File: src/rtl/bsg_gateway_watchdog.sv
// Per-channel idle watchdog with sticky timeout flags and a lowest-index event queue.
// Optional heartbeat pulse compiled in with BSG_GATEWAY_WATCHDOG_HEARTBEAT_EN.
module bsg_gateway_watchdog #(
  parameter int num_channels_p   = 2,
  parameter int timeout_cycles_p = 500000,
  parameter int heartbeat_log_p  = 16,
  localparam int id_w_lp = (num_channels_p > 1) ? $clog2(num_channels_p) : 1
) (
  input  logic                      blackparrot_clk,
  input  logic                      blackparrot_reset,
  input  logic                      en_i,
  input  logic [num_channels_p-1:0] activity_i,
  input  logic [num_channels_p-1:0] clear_i,
  output logic [num_channels_p-1:0] timeout_o,
  output logic                      any_timeout_o,
  output logic                      event_v_o,
  output logic [id_w_lp-1:0]        event_id_o,
  input  logic                      event_yumi_i,
  output logic                      heartbeat_o
);

  localparam int cnt_w_lp = $clog2(timeout_cycles_p + 1);
  localparam logic [cnt_w_lp-1:0] last_cnt_lp =
    cnt_w_lp'(timeout_cycles_p - 1);

  localparam logic state_counting = 1'b0;
  localparam logic state_expired  = 1'b1;

  logic [num_channels_p-1:0] state_r;
  logic [num_channels_p-1:0] pending_r;
  logic [cnt_w_lp-1:0]       cnt_r [num_channels_p];

  logic [num_channels_p-1:0] first_pending;
  logic [num_channels_p-1:0] ack;

  // Lowest pending index wins: scan downward so lower bits overwrite.
  always_comb begin
    event_id_o    = '0;
    first_pending = '0;
    for (int i = num_channels_p - 1; i >= 0; i--) begin
      if (pending_r[i]) begin
        event_id_o    = id_w_lp'(i);
        first_pending = '0;
        first_pending[i] = 1'b1;
      end
    end
  end

  assign event_v_o     = |pending_r;
  assign ack           = first_pending & {num_channels_p{event_yumi_i}};
  assign timeout_o     = state_r;
  assign any_timeout_o = |state_r;

  always_ff @(posedge blackparrot_clk or negedge blackparrot_reset) begin
    if (!blackparrot_reset) begin
      state_r   <= {num_channels_p{state_counting}};
      pending_r <= '0;
      for (int c = 0; c < num_channels_p; c++) begin
        cnt_r[c] <= '0;
      end
    end else begin
      for (int c = 0; c < num_channels_p; c++) begin
        if (clear_i[c]) begin
          state_r[c]   <= state_counting;
          pending_r[c] <= 1'b0;
          cnt_r[c]     <= '0;
        end else if (state_r[c] == state_expired) begin
          if (ack[c]) begin
            pending_r[c] <= 1'b0;
          end
        end else if (activity_i[c]) begin
          cnt_r[c] <= '0;
        end else if (en_i) begin
          if (cnt_r[c] == last_cnt_lp) begin
            state_r[c]   <= state_expired;
            pending_r[c] <= 1'b1;
          end else begin
            cnt_r[c] <= cnt_r[c] + cnt_w_lp'(1);
          end
        end
      end
    end
  end

`ifdef BSG_GATEWAY_WATCHDOG_HEARTBEAT_EN
  logic [heartbeat_log_p-1:0] hb_cnt_r;
  logic                       hb_r;

  // Pulse lands on the edge where the counter wraps back to zero.
  always_ff @(posedge blackparrot_clk or negedge blackparrot_reset) begin
    if (!blackparrot_reset) begin
      hb_cnt_r <= '0;
      hb_r     <= 1'b0;
    end else begin
      hb_cnt_r <= hb_cnt_r + heartbeat_log_p'(1);
      hb_r     <= &hb_cnt_r;
    end
  end

  assign heartbeat_o = hb_r;
`else
  assign heartbeat_o = (heartbeat_log_p < 0);
`endif

endmodule

File: config.mk
export PLATFORM = sky130hd
export DESIGN_NAME = bsg_gateway_watchdog
export DESIGN_NICKNAME = d
export VERILOG_FILES = /design/src/rtl/bsg_gateway_watchdog.sv
export SDC_FILE = /design/constraint.sdc
export NUM_CORES = 1
export LEC_CHECK = 0
export ABC_AREA = 1
export CORE_MARGIN = 8
export CORE_UTILIZATION = 45
export DETAILED_ROUTE_END_ITERATION = 7
export MAX_ROUTING_LAYER = met4
export SYNTH_ARGS = -nofsm -noshare
export SYNTH_HDL_FRONTEND = slang
export SYNTH_SLANG_ARGS = --single-unit
export TNS_END_PERCENT = 50
File: constraint.sdc
create_clock -name blackparrot_clk -period 5.3 [get_ports blackparrot_clk]
set_input_delay 1.59 -clock blackparrot_clk [delete_from_list [all_inputs] [get_ports blackparrot_clk]]
set_output_delay 1.59 -clock blackparrot_clk [all_outputs]
set_load 0.01 [all_outputs]
# After elaboration in Yosys (flattened, before gate mapping)
# Cells that the tools add are included.
# W data, S select, Z words.
[word_totals]
out_inout_bits = 6
register_bits = 42
elab_cells = 66
inputBits = 8
[op_classes]
bitwise = 1
reduce_logical = 12
eq_ne = 10
n_addsub = 2
n_mux = 36
[op_table]
columns = ["operator", "count"]
rows = [
  ["$mux W19", 10],
  ["$add A19 B1 Y19 const B", 2],
  ["$eq A19 B19 Y1 const B", 2],
  ["$mux W1", 24],
  ["$reduce_bool A3 Y1", 6],
  ["$reduce_and A4 Y1", 2],
  ["$ne A3 B1 Y1 const B", 2],
  ["$ne A3 B2 Y1 const B", 2],
  ["$ne A3 B3 Y1 const B", 2],
  ["$reduce_and A3 Y1", 2],
  ["$mux W2", 2],
  ["$ne A2 B2 Y1 const B", 2],
  ["$reduce_or A2 Y1", 2],
  ["$and A2 B2 Y2", 1],
]

# Longest topological paths before layout
[depth]
word_depth = 6
ltp_mapped = 12
depth_no_buf = 11

# Least setup slack after synthesis
# OpenSTA, ideal clock, no wires.
[synth_timing]
kind = "input port to flip-flop"
from = "input port activity_i[0]"
to = "register cnt_r[28] (netlist name)"
n_path_buf = 2
setup_time_ns = 0.117
arrival_ns = 2.428
cell_stages = 6
setup_slack_ns = 2.755
t_required_ns = 5.183
path_cell_list = "clkbuf_1 -> a21oi_1 -> nand2_4 -> buf_6 -> nand3_1 -> nand2_1"
[synth_between]
elab_chain_cells = 3
word_cells_on_any_way = 6
cone_classes = "1 x eq/ne; 3 x mux; 2 x reduce/logical"
[synth_rtl]
columns = ["element", "line", "text"]
rows = [
  ["start: declaration", "12", "input logic [num_channels_p-1:0] activity_i,"],
  ["$mux W19", "71", "end else if (activity_i[c]) begin"],
  ["$mux W19", "67", "end else if (state_r[c] == state_expired) begin"],
  ["$mux W19", "63", "if (clear_i[c]) begin"],
  ["end signal: indexed assignment", "78", "cnt_r[c] <= cnt_r[c] + cnt_w_lp'(1);"],
  ["end: declaration", "31", "logic [cnt_w_lp-1:0] cnt_r [num_channels_p];"],
]
# Parallel ways exist; a longest one is shown, timed or not. The select of a mux whose other input is x is not followed.
# A chain may end at the register's enable or synchronous reset.

# Worst setup path in the final report
[layout_timing]
from = "input port clear_i[0]"
to = "register cnt_r[34] (netlist name)"
[layout_between]
elab_chain_cells = 2
word_cells_on_any_way = 5
cone_classes = "2 x eq/ne; 1 x mux; 2 x reduce/logical"
[layout_rtl]
columns = ["element", "line", "text"]
rows = [
  ["start: declaration", "13", "input logic [num_channels_p-1:0] clear_i,"],
  ["$ne A3 B3 Y1 (no line), or another cell as far along", "-", ""],
  ["$reduce_and A3 Y1 (no line)", "-", ""],
]
# Parallel ways exist; a longest one is shown, timed or not.

==> impl_metrics.json <==
{
  "rsz0062_at_grt": "false",
  "synth_ff_type": "dfrtp_1",
  "dp.cells": 567,
  "fmax_mhz": 323,
  "skew_ps": 7.46,
  "fillers": 669,
  "slew_violations": 0,
  "status": "completed",
  "clk_path_buf_depth": 2,
  "postCtsHoldBufs": 0,
  "worstPathRequired_ps": 5480,
  "layout.nets": 507,
  "critPathLaunchType": "primary input",
  "yosys-top-cells-area": "dfrtp_1 (35%), nand2_1 (23%), nor2_1 (10%), nand3_1 (7.2%), inv_1 (7.0%)",
  "drtAntennaViolNets": 0,
  "regArea_sq_mm": 0.00105,
  "clk_latency_ps": 290,
  "tightest_slew_ps": 972,
  "hold_viol_final": 0,
  "dieWidth_microns": 97.5,
  "die_area_sq_mm": 0.00951,
  "holdWs_ps": 517,
  "finalCritPeriodShare_pct": 58.4,
  "gr-total-overflow": 0,
  "drcViolationCount": 0,
  "antennaDiodeCount": 0,
  "synth-edff-count": 0,
  "grt_pass1_wl_mm": 13.5,
  "vias": 2961,
  "setup_tns_ps": 0,
  "peakVddDrop_uv": 113,
  "critical_path_arrival_ps": 3280,
  "drtIter0Drc": 99,
  "power_density_mw_per_mm2": 177,
  "io_pins": 14,
  "ys_seq_area_share_pct": 35.1,
  "cts_made_buffers": 5,
  "synth_top_area_share_pct": 35.1,
  "final_cells": 575,
  "grt_usage_pct": 17.3,
  "grt_max_degree": 43,
  "cts.repair.resized": 0,
  "crit_start": "clear_i[0]",
  "grt_pass1_vias": 3002,
  "htree_levels": 2,
  "tritoncts": "done",
  "period_minus_slack_ps": 3100,
  "post_cts_buffers": 0,
  "ys_warn_count": 0,
  "crit_path_end_kind": "flop",
  "finalSetupViolations": 0,
  "start_util_pct": 46.8,
  "synth_seq_cells": 42,
  "relSlewSlack_pct": 35.2,
  "clock_sinks": 42,
  "via_per_inst": 5.15,
  "fin_util_pct": 50.7,
  "synth.avg_cell_area_sq_um": 6.17,
  "syn_to_final_growth_pct": 8.20,
  "critPathKind": "in2reg",
  "cts_root_buffer": "clkbuf_8",
  "rows": 29,
  "ys_async_sr_fraction_pct": 100,
  "syn_area_sq_mm": 0.00299,
  "path_max_fanout": 17,
  "synth_top_area_cell": "dfrtp_1",
  "gp_congestion": 0.901,
  "drive_gt1_share_pct": 5.22,
  "drt-pass1-iter-count": 5,
  "clk_pin_slew_ps": 80,
  "core_sq_mm": 0.00639,
  "r2r_start": "cnt_r[19]$_DFFE_PN0P_",
  "antenna_found_initial": 0,
  "dpl.hpwl_mm": 5.92,
  "min_path_type": "reg2reg",
  "synth_cells": 485,
  "mappedNetlistNets": 495,
  "max-cap-violations": 0,
  "multi_input_comb_area_sq_mm": 0.00166,
  "min_from": "cnt_r[3]$_DFFE_PN0P_",
  "numPortBuffers": 12,
  "wirelength_mm": 7.74,
  "synthTopCellsByCount": "nand2_1 (185), nor2_1 (80), inv_1 (56)",
  "yosysMostFrequentCell": "nand2_1",
  "die_h_microns": 97.5,
  "wire_per_inst_microns": 13.5,
  "yosysUniqueCellTypes": 24,
  "power.leakage_nw": 1.46
}
-- layer usage --
layer	share of wire, %	track usage, %
met3	3.2	2.42
met5	0	-
met2	51	30.5
met4	3.2	8.51
met1	42	18.5
-- cell families after synthesis --
| kind of cell | synth area share (%) |
|---|---|
| flops | 35.1 |
| simple gates | 47.0 |
| buf+inv | 9.46 |
| fa+ha+maj | 0.837 |
| other cells | 0.125 |
| xor+xnor | 0.879 |
| compound gates | 6.53 |
-- final timing paths --
path                                               to  slack [ps]  depth (start not counted)
min in group asynchronous       cnt_r[25]$_DFFE_PN0P_        1420                          1
worst min-delay path             cnt_r[3]$_DFFE_PN0P_         520                          2
worst max register to register  cnt_r[34]$_DFFE_PN0P_        3260                         11
max in group asynchronous        cnt_r[7]$_DFFE_PN0P_        3240                          1
worst max-delay path            cnt_r[34]$_DFFE_PN0P_        2200                          8
worst min register to register   cnt_r[3]$_DFFE_PN0P_         520                          2
-- through the flow --
step / power [mW] / setup slack [ps] / instance area, sq um
6_report: 0.574 / 2200 / 3240
3_5_place_dp: 0.363 / 1890 / 3140
2_1_floorplan: 0.346 / 2750 / 2990
4_1_cts: 0.584 / 2210 / 3240
3_3_place_gp: 0.363 / 1870 / 3140
5_1_grt: 0.596 / 2040 / 3240
-- layout by cell type, fill, tap and decap left out, types with 7 or more instances in the layout --
cell / instances
a21oi_1: 7
nand3_1: 43
nand4_1: 13
o21ai_0: 20
clkdlybuf4s50_1: 11
inv_1: 56
nor2_1: 80
dfrtp_1: 42
nand2_1: 185
-- state kept, by name, indices dropped and copies added (netlist names) --
name and count:
cnt_r 38, pending_r 2, timeout_o 2
-- worst max-delay path, stage by stage --
cell	delay, ps
clkdlybuf4s50_1	630
inv_1	200
a21oi_1	240
nand2_2	120
nand2_4	200
inv_2	150
nand2_1	90
nand2_1	50
-- layout make-up --
type | instances | area share (%)
tap | 77 | 2.98
sequential | 42 | 32.5
timing repair buffer | 12 | 3.56
inverter | 60 | 6.96
clock buffer | 7 | 2.67
multi-input combinational | 376 | 51.2
clock inverter | 1 | 0.155
-- where the power goes --
part / internal, mW / total [mW] / switching (mW)
Clock: 0.105 / 0.218 / 0.113
Sequential: 0.321 / 0.323 / 0.00175
Combinational: 0.00744 / 0.0328 / 0.0253
Note: power is estimated with default switching activity, not from simulation.
